File: src/rtl/pll_lock_supervisor.sv
// Reference-clock supervisor for the board PLL: pulses PLL reset, waits for a stable
// lock, and only then releases the design-wide reset. Single clock domain.
module pll_lock_supervisor #(
    parameter int SYNC_STAGES    = 2,
    parameter int PLL_RST_CYCLES = 16,
    parameter int LOCK_TIMEOUT   = 65535,
    parameter int STABLE_CYCLES  = 1024,
    parameter int HOLD_CYCLES    = 256,
    parameter int CNT_W          = 8
) (
    input  logic             clock,
    input  logic             reset,
    input  logic             pll_locked,
    output logic             pll_rst,
    output logic             sys_reset,
    output logic             ready,
    output logic [2:0]       state,
    output logic [CNT_W-1:0] retry_count,
    output logic [CNT_W-1:0] lock_lost_count
);

    localparam int MAX_AB  = (PLL_RST_CYCLES > LOCK_TIMEOUT) ? PLL_RST_CYCLES : LOCK_TIMEOUT;
    localparam int MAX_CD  = (STABLE_CYCLES > HOLD_CYCLES) ? STABLE_CYCLES : HOLD_CYCLES;
    localparam int MAX_CYC = (MAX_AB > MAX_CD) ? MAX_AB : MAX_CD;
    localparam int TMR_W   = $clog2(MAX_CYC) + 1;

    localparam logic [TMR_W-1:0] T_RST_END    = TMR_W'(PLL_RST_CYCLES - 1);
    localparam logic [TMR_W-1:0] T_LOCK_END   = TMR_W'(LOCK_TIMEOUT - 1);
    localparam logic [TMR_W-1:0] T_STABLE_END = TMR_W'(STABLE_CYCLES - 1);
    localparam logic [TMR_W-1:0] T_HOLD_END   = TMR_W'(HOLD_CYCLES - 1);
    localparam logic [CNT_W-1:0] CNT_MAX      = '1;

    typedef enum logic [2:0] {
        S_PLL_RST   = 3'd0,
        S_WAIT_LOCK = 3'd1,
        S_STABLE    = 3'd2,
        S_HOLD      = 3'd3,
        S_RUN       = 3'd4
    } state_t;

    state_t                 r_state;
    state_t                 w_next;
    logic [SYNC_STAGES-1:0] r_sync;
    logic                   w_locked_s;
    logic [TMR_W-1:0]       r_timer;
    logic                   r_pll_rst;
    logic                   r_sys_reset;
    logic                   r_ready;
    logic [CNT_W-1:0]       r_retry_cnt;
    logic [CNT_W-1:0]       r_lost_cnt;
    logic                   w_retry_evt;
    logic                   w_lost_evt;

    // LOCK is asynchronous; only the last synchroniser flop feeds the FSM.
    always_ff @(posedge clock) begin
        if (reset) begin
            r_sync <= '0;
        end else begin
            r_sync <= {r_sync[SYNC_STAGES-2:0], pll_locked};
        end
    end

    assign w_locked_s = r_sync[SYNC_STAGES-1];

    always_comb begin
        w_next      = r_state;
        w_retry_evt = 1'b0;
        w_lost_evt  = 1'b0;
        case (r_state)
            S_PLL_RST: begin
                if (r_timer == T_RST_END) w_next = S_WAIT_LOCK;
            end
            S_WAIT_LOCK: begin
                if (w_locked_s) begin
                    w_next = S_STABLE;
                end else if (r_timer == T_LOCK_END) begin
                    w_next      = S_PLL_RST;
                    w_retry_evt = 1'b1;
                end
            end
            S_STABLE: begin
                // A dropout here is treated as a glitch: back to waiting, no PLL reset.
                if (!w_locked_s) begin
                    w_next = S_WAIT_LOCK;
                end else if (r_timer == T_STABLE_END) begin
                    w_next = S_HOLD;
                end
            end
            S_HOLD: begin
                if (!w_locked_s) begin
                    w_next     = S_PLL_RST;
                    w_lost_evt = 1'b1;
                end else if (r_timer == T_HOLD_END) begin
                    w_next = S_RUN;
                end
            end
            S_RUN: begin
                if (!w_locked_s) begin
                    w_next     = S_PLL_RST;
                    w_lost_evt = 1'b1;
                end
            end
            default: w_next = S_PLL_RST;
        endcase
    end

    always_ff @(posedge clock) begin
        if (reset) begin
            r_state <= S_PLL_RST;
        end else begin
            r_state <= w_next;
        end
    end

    // Timer restarts on every state change; RUN has no timeout so it parks there.
    always_ff @(posedge clock) begin
        if (reset) begin
            r_timer <= '0;
        end else if (w_next != r_state) begin
            r_timer <= '0;
        end else if (r_state != S_RUN) begin
            r_timer <= r_timer + 1'b1;
        end
    end

    // Outputs decode the next state so they move on the same edge as the state register.
    always_ff @(posedge clock) begin
        if (reset) begin
            r_pll_rst   <= 1'b1;
            r_sys_reset <= 1'b1;
            r_ready     <= 1'b0;
        end else begin
            r_pll_rst   <= (w_next == S_PLL_RST);
            r_sys_reset <= (w_next != S_RUN);
            r_ready     <= (w_next == S_RUN);
        end
    end

    always_ff @(posedge clock) begin
        if (reset) begin
            r_retry_cnt <= '0;
            r_lost_cnt  <= '0;
        end else begin
            if (w_retry_evt && (r_retry_cnt != CNT_MAX)) r_retry_cnt <= r_retry_cnt + 1'b1;
            if (w_lost_evt && (r_lost_cnt != CNT_MAX)) r_lost_cnt <= r_lost_cnt + 1'b1;
        end
    end

    assign pll_rst         = r_pll_rst;
    assign sys_reset       = r_sys_reset;
    assign ready           = r_ready;
    assign state           = r_state;
    assign retry_count     = r_retry_cnt;
    assign lock_lost_count = r_lost_cnt;

endmodule

File: config.mk
export PLATFORM = sky130hd
export DESIGN_NAME = pll_lock_supervisor
export DESIGN_NICKNAME = d
export VERILOG_FILES = /design/src/rtl/pll_lock_supervisor.sv
export SDC_FILE = /design/constraint.sdc
export NUM_CORES = 1
export LEC_CHECK = 0
export ABC_AREA = 1
export CORE_AREA = 2 2 81 83
export CTS_CLUSTER_SIZE = 40
export DETAILED_ROUTE_END_ITERATION = 10
export DIE_AREA = 0 0 83 85
export GPL_TIMING_DRIVEN = 0
export SLEW_MARGIN = 30
export SYNTH_ARGS = -nofsm -noshare
export SYNTH_HDL_FRONTEND = slang
export SYNTH_SLANG_ARGS = --single-unit
File: constraint.sdc
create_clock -name clock -period 2.71 [get_ports clock]
set_clock_uncertainty 0.15 [all_clocks]
set_input_delay 0.542 -clock clock [delete_from_list [all_inputs] [get_ports clock]]
set_output_delay 0.542 -clock clock [all_outputs]
set_load 0.02 [all_outputs]
==> results of run 1 <==
metrics by stage:
step	worst slack (ps)	cell area [µm²]	std cells	total power (W)	utilization, %
6_report	564	2580	415	0.00118	41.7
5_1_grt	500	2580	415	0.00122	41.7
4_1_cts	545	2580	415	0.00119	41.7
3_5_place_dp	662	2460	407	0.000666	39.7
3_3_place_gp	716	2460	407	0.000665	39.7
2_1_floorplan	936	2130	306	0.000655	-
worst register-to-register path, cell delays in order (launching register included):
cell and delay, ps:
dfxtp_1 410, ha_1 240, inv_1 60, nor2_2 140, nand3_1 100, nor2_2 160, nand2_1 90, a21oi_1 130
nor2_1 80, nand2_4 120, buf_6 160, nor2_1 40
cell type report:
type                       count  area, µm²  share of cell area [%]
multi-input combinational    221       1130                    43.8
sequential                    41        821                    31.8
timing repair buffer          24        240                    9.29
inverter                      40        150                    5.81
tap                           77       96.3                    3.73
clock buffer                   6       82.6                    3.19
clock inverter                 2       37.5                    1.45
buffer                         4       26.3                    1.02
cells in the final DEF (no fill, tap or decap):
master	synthesis	routed
a21oi_1	16	16
a21oi_2	1	1
a31oi_1	3	3
buf_4	1	1
buf_6	1	1
bufinv_16	0	1
clkbuf_1	2	2
clkbuf_8	0	6
clkdlybuf4s50_1	0	24
clkinvlp_4	0	1
dfxtp_1	41	41
ha_1	4	4
inv_1	38	38
inv_2	2	2
nand2_1	57	57
nand2_2	2	2
nand2_4	1	1
nand3_1	19	19
nand3_2	1	1
nand3b_1	2	2
nand4_1	8	8
nand4_2	1	1
nor2_1	62	62
nor2_2	4	4
nor2_4	1	1
nor3_1	7	7
nor3_2	2	2
o21a_1	2	2
o21ai_0	7	7
o21ai_1	1	1
o21ai_2	1	1
o31ai_1	1	1
xnor2_1	6	6
xor2_1	12	12
cells by family (layout without fill, tap and decap cells):
family,count (synthesis),in the layout,synth area share [%]
AOI/OAI and AO/OA,32,32,8.41
DFF,41,41,38.6
adders and majority gates,4,4,2.35
buffers and inverters,44,76,8.29
xor gates and xnor gates,18,18,7.41
and+or+nand+nor,167,167,35.0
sequential cells by signal, summed over array words and instances, names as in the netlist:
name / count
retry_count: 8
sys_reset: 1
r_sync: 2
pll_rst: 1
r_timer: 17
state: 3
ready: 1
lock_lost_count: 8
synthesized netlist by cell type:
cell / count
nor2_1: 62
nand2_1: 57
dfxtp_1: 41
inv_1: 38
nand3_1: 19
a21oi_1: 16
xor2_1: 12
nand4_1: 8
nor3_1: 7
o21ai_0: 7
xnor2_1: 6
ha_1: 4
nor2_2: 4
a31oi_1: 3
clkbuf_1: 2
inv_2: 2
nand2_2: 2
nand3b_1: 2
nor3_2: 2
o21a_1: 2
a21oi_2: 1
buf_4: 1
buf_6: 1
nand2_4: 1
nand3_2: 1
nand4_2: 1
nor2_4: 1
o21ai_1: 1
o21ai_2: 1
o31ai_1: 1
worst max path at each step:
stage          startpoint  cells past startpoint        endpoint
3_3_place_gp        reset                      5  retry_count[1]
5_1_grt          state[2]                      1        state[2]
3_5_place_dp        reset                      5  retry_count[1]
6_report         state[2]                      1        state[2]
4_1_cts          state[2]                      1        state[2]
2_1_floorplan  r_timer[1]                     11     r_timer[12]
power groups by stage:
stage,clock network (W),logic (W),registers (W)
floorplan,0,0.0000283,0.000626
global placement,0,0.0000379,0.000627
detailed placement,0,0.0000385,0.000628
CTS,0.000541,0.0000387,0.000613
global route,0.000558,0.0000445,0.000615
finish,0.000524,0.0000382,0.000613
per-layer routing:
metal  GRT usage, %  part of all wire, %  routed length, µm
met5              0                    0                  0
met4           5.37                  1.8                 79
met3           2.92                  4.0                173
met2           20.8                   44               1890
met1           17.4                   50               2190
==> metrics.md, run 1 <==
| Metric | Value |
|---|---|
| Area growth syn-to-layout | 21.5% |
| Crit path buffers/inverters | 1 |
| CP arrival | 1450 ps |
| Hold path start | r_sync[0] |
| WP data required | 2020 ps |
| Worst hold slack | 267 ps |
| Top delay family on crit path | buffers and inverters |
| Area leader, netlist | dfxtp_1 |
| TritonCTS buffer count | 5 |
| Site row count | 29 |
| Yosys reg bits | 41 |
| Reg2reg path depth | 11 |
| Cell Area, Synth | 0.00213 mm² |
| Critical Path Sink Type | output port |
| Die H | 85 µm |
| CP max stage delay | 670 ps |
| Placer Congestion | 0.822 |
| ANT cells | 0 |
| CTS Hold Bufs | 0 |
| Pin count of the biggest net entering global routing | 14 |
| Drt wl/cell | 10.5 µm |
| Antenna viol nets, final | 0 |
| Length of the first detailed-routing pass in iterations | 5 |
| Clk slew on worst S/H paths | 80 ps |
| Final setup vio count | 0 |
| Setup_tns | 0 ps |
| Core area | 0.00620 mm² |
| Post-synth net total | 313 |
| Warnings, synthesis | 0 |
| Ranking of synthesized cells by area | dfxtp_1 (39%), nor2_1 (11%), nand2_1 (10%), inv_1 (6.7%), xor2_1 (4.9%) |
| Slew Limit Fails | 0 |
| Fraction of layout cells with a size suffix above 1 | 7.69% |
| Clk buf depth | 2 |
| Yosys cell types | 30 |
| Slowest stage cell, crit path | clkdlybuf4s50_1 |
| Worst path cell trace | clkdlybuf4s50_1 |
| Power share of the clock group | 44.6% |
| Die area | 0.00706 mm² |
| Fill count | 642 |
| R2r endpoint | r_timer[12] |
| Vias in the first global route | 1779 |
| Antenna violations before repair | 0 |
| Flop2flop setup slack | 740 ps |
| CTS Root Cell | clkbuf_8 |
| Global-route usage over all layers | 13.1% |
| Post-layout nets | 344 |
| Worst hold path cell count | 2 |
| Remaining Overflow, GRT | 0 |
| Logic pwr share | 3.3% |
| Hold-critical path endpoint | r_sync[1] |
| Critical path fanouts, max | 8 |
| Mean area per synthesized cell | 6.96 µm² |
| Fmax | 0.466 GHz |
| Cells after Synth | 306 |
| Vias | 1943 |
| Startpoint Class | flip-flop |
| Seq pwr share | 52.2% |
| Post-Route WL | 4340 µm |
| First-pass GRT wire length | 7760 µm |
| Tmin final | 2150 ps |
| Drt drc | 0 |
| IO Count | 25 |
| Seq/Total Area, Yosys | 38.6% |
| Hold WC Path Type | reg2reg |
| Worst slew pin tran | 504 ps |
| Crit Path Category | reg2out |
| Pint | 0.000922 W |
| Clock Latency Late Sink | 290 ps |
| RR Startpoint | r_timer[1] |
| Final hold vios | 0 |
| Cell area power density | 455 mW/mm² |
| DRT iter0 DRCs | 82 |
| Setup repair bufs after CTS | 0 |
| Vias per cell | 4.68 |
| Slew HR | 66.4% |
| Status | finished, final reports clean |
| Net Sw Frac | 21.5% |
| # clock sinks | 41 |
| Tcrit/Tclk final | 79.2% |
| DIE WIDTH | 83 µm |
| PortBufs | 24 |
| Peak supply drop | 0.000260 V |
| MaxCap Viol Count | 0 |
| Post_cts resized | 0 |
| CTS tree | built |
| H-tree depth | 2 |
| Post-DP HPWL | 3260 µm |
| Leak pwr | 0.984 nW |
| P_sw | 0.000253 W |
| Unrepaired setup endpoints after global routing | false |
| Synth top area share | 38.6% |
| Starting Density | 34.3% |
Power figures use the tool's default switching activity.
==> inputs of run 2 (changes only) <==
clock period = 2.1 ns   (was 2.71 ns; I/O delays follow)
==> run 2 against run 1 <==
Against the previous run: global-route usage stayed put; worst setup slack worse by 490 ps; flip-flop and latch count unchanged; first-iteration DRC count fell by 15%; total power is 29% higher; largest cell class unchanged; register-to-register slack worse by 540 ps; sequential share of layout area hardly changed; hold slack about the same; clock-buffer cell count is the same; die area did not move; wire length is 0.12% higher; largest power group unchanged; highest routed layer unchanged; critical path depth unchanged.
==> metrics.md, run 2 (synthesized netlist as in run 1, its figures left out) <==
| Metric | Value |
|---|---|
| Hold WC Path Type | reg2reg |
| Worst hold slack | 267 ps (-0.0380 ps) |
| CTS Root Cell | clkbuf_8 |
| Crit path capture | state[2] |
| Antenna violations before repair | 0 (unchanged) |
| Post-DP HPWL | 3260 µm (unchanged) |
| Drt drc | 0 (unchanged) |
| Worst path cell trace | clkdlybuf4s50_1 |
| Critical Path Sink Type | output port |
| Site row count | 29 (unchanged) |
| Slew Limit Fails | 0 (unchanged) |
| TritonCTS buffer count | 5 (unchanged) |
| Remaining Overflow, GRT | 0 (unchanged) |
| CP max stage delay | 670 ps (about the same) |
| Critical path fanouts, max | 8 (unchanged) |
| Startpoint Class | flip-flop |
| Crit path buffers/inverters | 1 (unchanged) |
| Crit Path Category | reg2out |
| Setup_tns | 0 ps (unchanged) |
| Clk buf depth | 2 (unchanged) |
| Tmin final | 2020 ps |
| DIE WIDTH | 83 µm (unchanged) |
| Vias per cell | 4.66 (-0.46%) |
| Die area | 0.00706 mm² (unchanged) |
| Final hold vios | 0 (unchanged) |
| Most frequent cells in the layout | nor2_1 (60), nand2_1 (57), dfxtp_1 (39) |
| Drt wl/cell | 10.5 µm (+0.12%) |
| Slew HR | 66.5% (+0.086 points) |
| # clock sinks | 41 (unchanged) |
| CTS tree | built |
| Clock Latency Late Sink | 290 ps (about the same) |
| Pin count of the biggest net entering global routing | 14 (unchanged) |
| Vias in the first global route | 1779 (unchanged) |
| Fmax | 0.494 GHz |
| Reg2reg path depth | 11 (unchanged) |
| Core area | 0.00620 mm² (unchanged) |
| Leak pwr | 0.982 nW (-0.19%) |
| WP data required | 1530 ps (-490 ps) |
| Status | finished, final reports clean |
| Vias | 1934 (-0.46%) |
| Max reg flops | 17 (unchanged) |
| IO Count | 25 (unchanged) |
| Flop2flop setup slack | 200 ps (-540 ps) |
| Length of the first detailed-routing pass in iterations | 4 (-1) |
| Area growth syn-to-layout | 21.9% |
| Fraction of layout cells with a size suffix above 1 | 9.17% (+1.5 points) |
| Final setup vio count | 0 (unchanged) |
| MaxCap Viol Count | 0 (unchanged) |
| DRT iter0 DRCs | 70 (-15%) |
| Placer Congestion | 0.822 (unchanged) |
| RR Startpoint | r_timer[1] |
| Clk slew on worst S/H paths | 90 ps (about the same) |
| Global-route usage over all layers | 13.1% (unchanged) |
| First-pass GRT wire length | 7760 µm (unchanged) |
| Post-Route WL | 4340 µm (+0.12%) |
| Worst slew pin tran | 502 ps (-1.28 ps) |
| Largest Register | r_timer |
| ANT cells | 0 (unchanged) |
| Die H | 85 µm (unchanged) |
| Starting Density | 34.3% (unchanged) |
| Stages on worst setup path | 1 (unchanged) |
| Cell area power density | 585 mW/mm² (+29%) |
| Slowest stage cell, crit path | clkdlybuf4s50_1 |
| Worst Setup SP | state[2] |
| Setup repair bufs after CTS | 0 (unchanged) |
| Tcrit/Tclk final | 96.4% |
| Unrepaired setup endpoints after global routing | false |
| CP arrival | 1450 ps (about the same) |
| Most common cell after layout, fill and taps aside | nor2_1 |
| H-tree depth | 2 (unchanged) |
| Post-layout nets | 344 (unchanged) |
| PortBufs | 24 (unchanged) |
| Top delay family on crit path | buffers and inverters |
| R2r endpoint | r_timer[12] |
| Antenna viol nets, final | 0 (unchanged) |
| Fill count | 637 (-0.78%) |
| Peak supply drop | 0.000335 V (+29%) |
run 2: area by class of cell:
| class | instances | area [µm²] | area share (%) |
|---|---|---|---|
| Tap cell | 77 | 96.3 | 3.71 |
| Inverter | 40 | 150 | 5.79 |
| Clock inverter | 2 | 37.5 | 1.45 |
| Timing Repair Buffer | 24 | 240 | 9.26 |
| Clock buffer | 6 | 82.6 | 3.18 |
| Buffer | 4 | 26.3 | 1.01 |
| Multi-Input combinational cell | 221 | 1140 | 43.9 |
| Sequential cell | 41 | 823 | 31.7 |
run 2: how the worst min path moves through the flow:
| stage | cells after the start | end | from |
|---|---|---|---|
| floorplan | 2 | r_sync[1] | r_sync[0] |
| global placement | 2 | r_sync[1] | r_sync[0] |
| detailed placement | 2 | r_sync[1] | r_sync[0] |
| CTS | 2 | r_sync[1] | r_sync[0] |
| global route | 2 | r_sync[1] | r_sync[0] |
| finish | 2 | r_sync[1] | r_sync[0] |
run 2: power breakdown:
group          internal [W]  switching (W)  total [W]
registers          0.000785     0.00000797   0.000793
clock network      0.000387       0.000289   0.000676
logic             0.0000201      0.0000299  0.0000500
run 2: what timing repair did:
action | CTS | global route
hold buffers | 0 | 0
hold endpoints to repair | 0 | 0
endpoints found under the setup margin | 0 | 12
gates resized for setup | 0 | 5
run 2: through the flow:
| stage | std cells | worst slack, ps | total power [W] | instance area [µm²] | util [%] |
|---|---|---|---|---|---|
| after floorplan | 306 | 326 | 0.000845 | 2130 | - |
| after global placement | 407 | 129 | 0.000859 | 2460 | 39.7 |
| after detailed placement | 407 | 102 | 0.000860 | 2460 | 39.7 |
| after CTS | 415 | 57.2 | 0.00154 | 2580 | 41.7 |
| after global routing | 415 | 9.53 | 0.00157 | 2590 | 41.8 |
| final | 415 | 76.5 | 0.00152 | 2590 | 41.8 |
run 2: per-layer routing:
metal	track usage (%)	vias to the layer above	share of wire, %
li1	-	1033	-
met1	17.4	869	51
met2	20.8	26	44
met3	2.92	6	3.1
met4	5.37	0	1.8
met5	0	-	0
==> inputs of run 3 (changes only) <==
clock period = 2.6 ns   (was 2.1 ns; I/O delays follow)
==> results of run 3 <==
Same layout as run 1 (identical final DEF). Status: finished, final reports clean.
Among the figures that moved: setup slack after placement 662 ps -> 574 ps; setup slack after layout 564 ps -> 476 ps; register-to-register setup slack 740 ps -> 630 ps; total power 0.00118 W -> 0.00123 W; worst IR drop on VDD 0.000260 V -> 0.000271 V
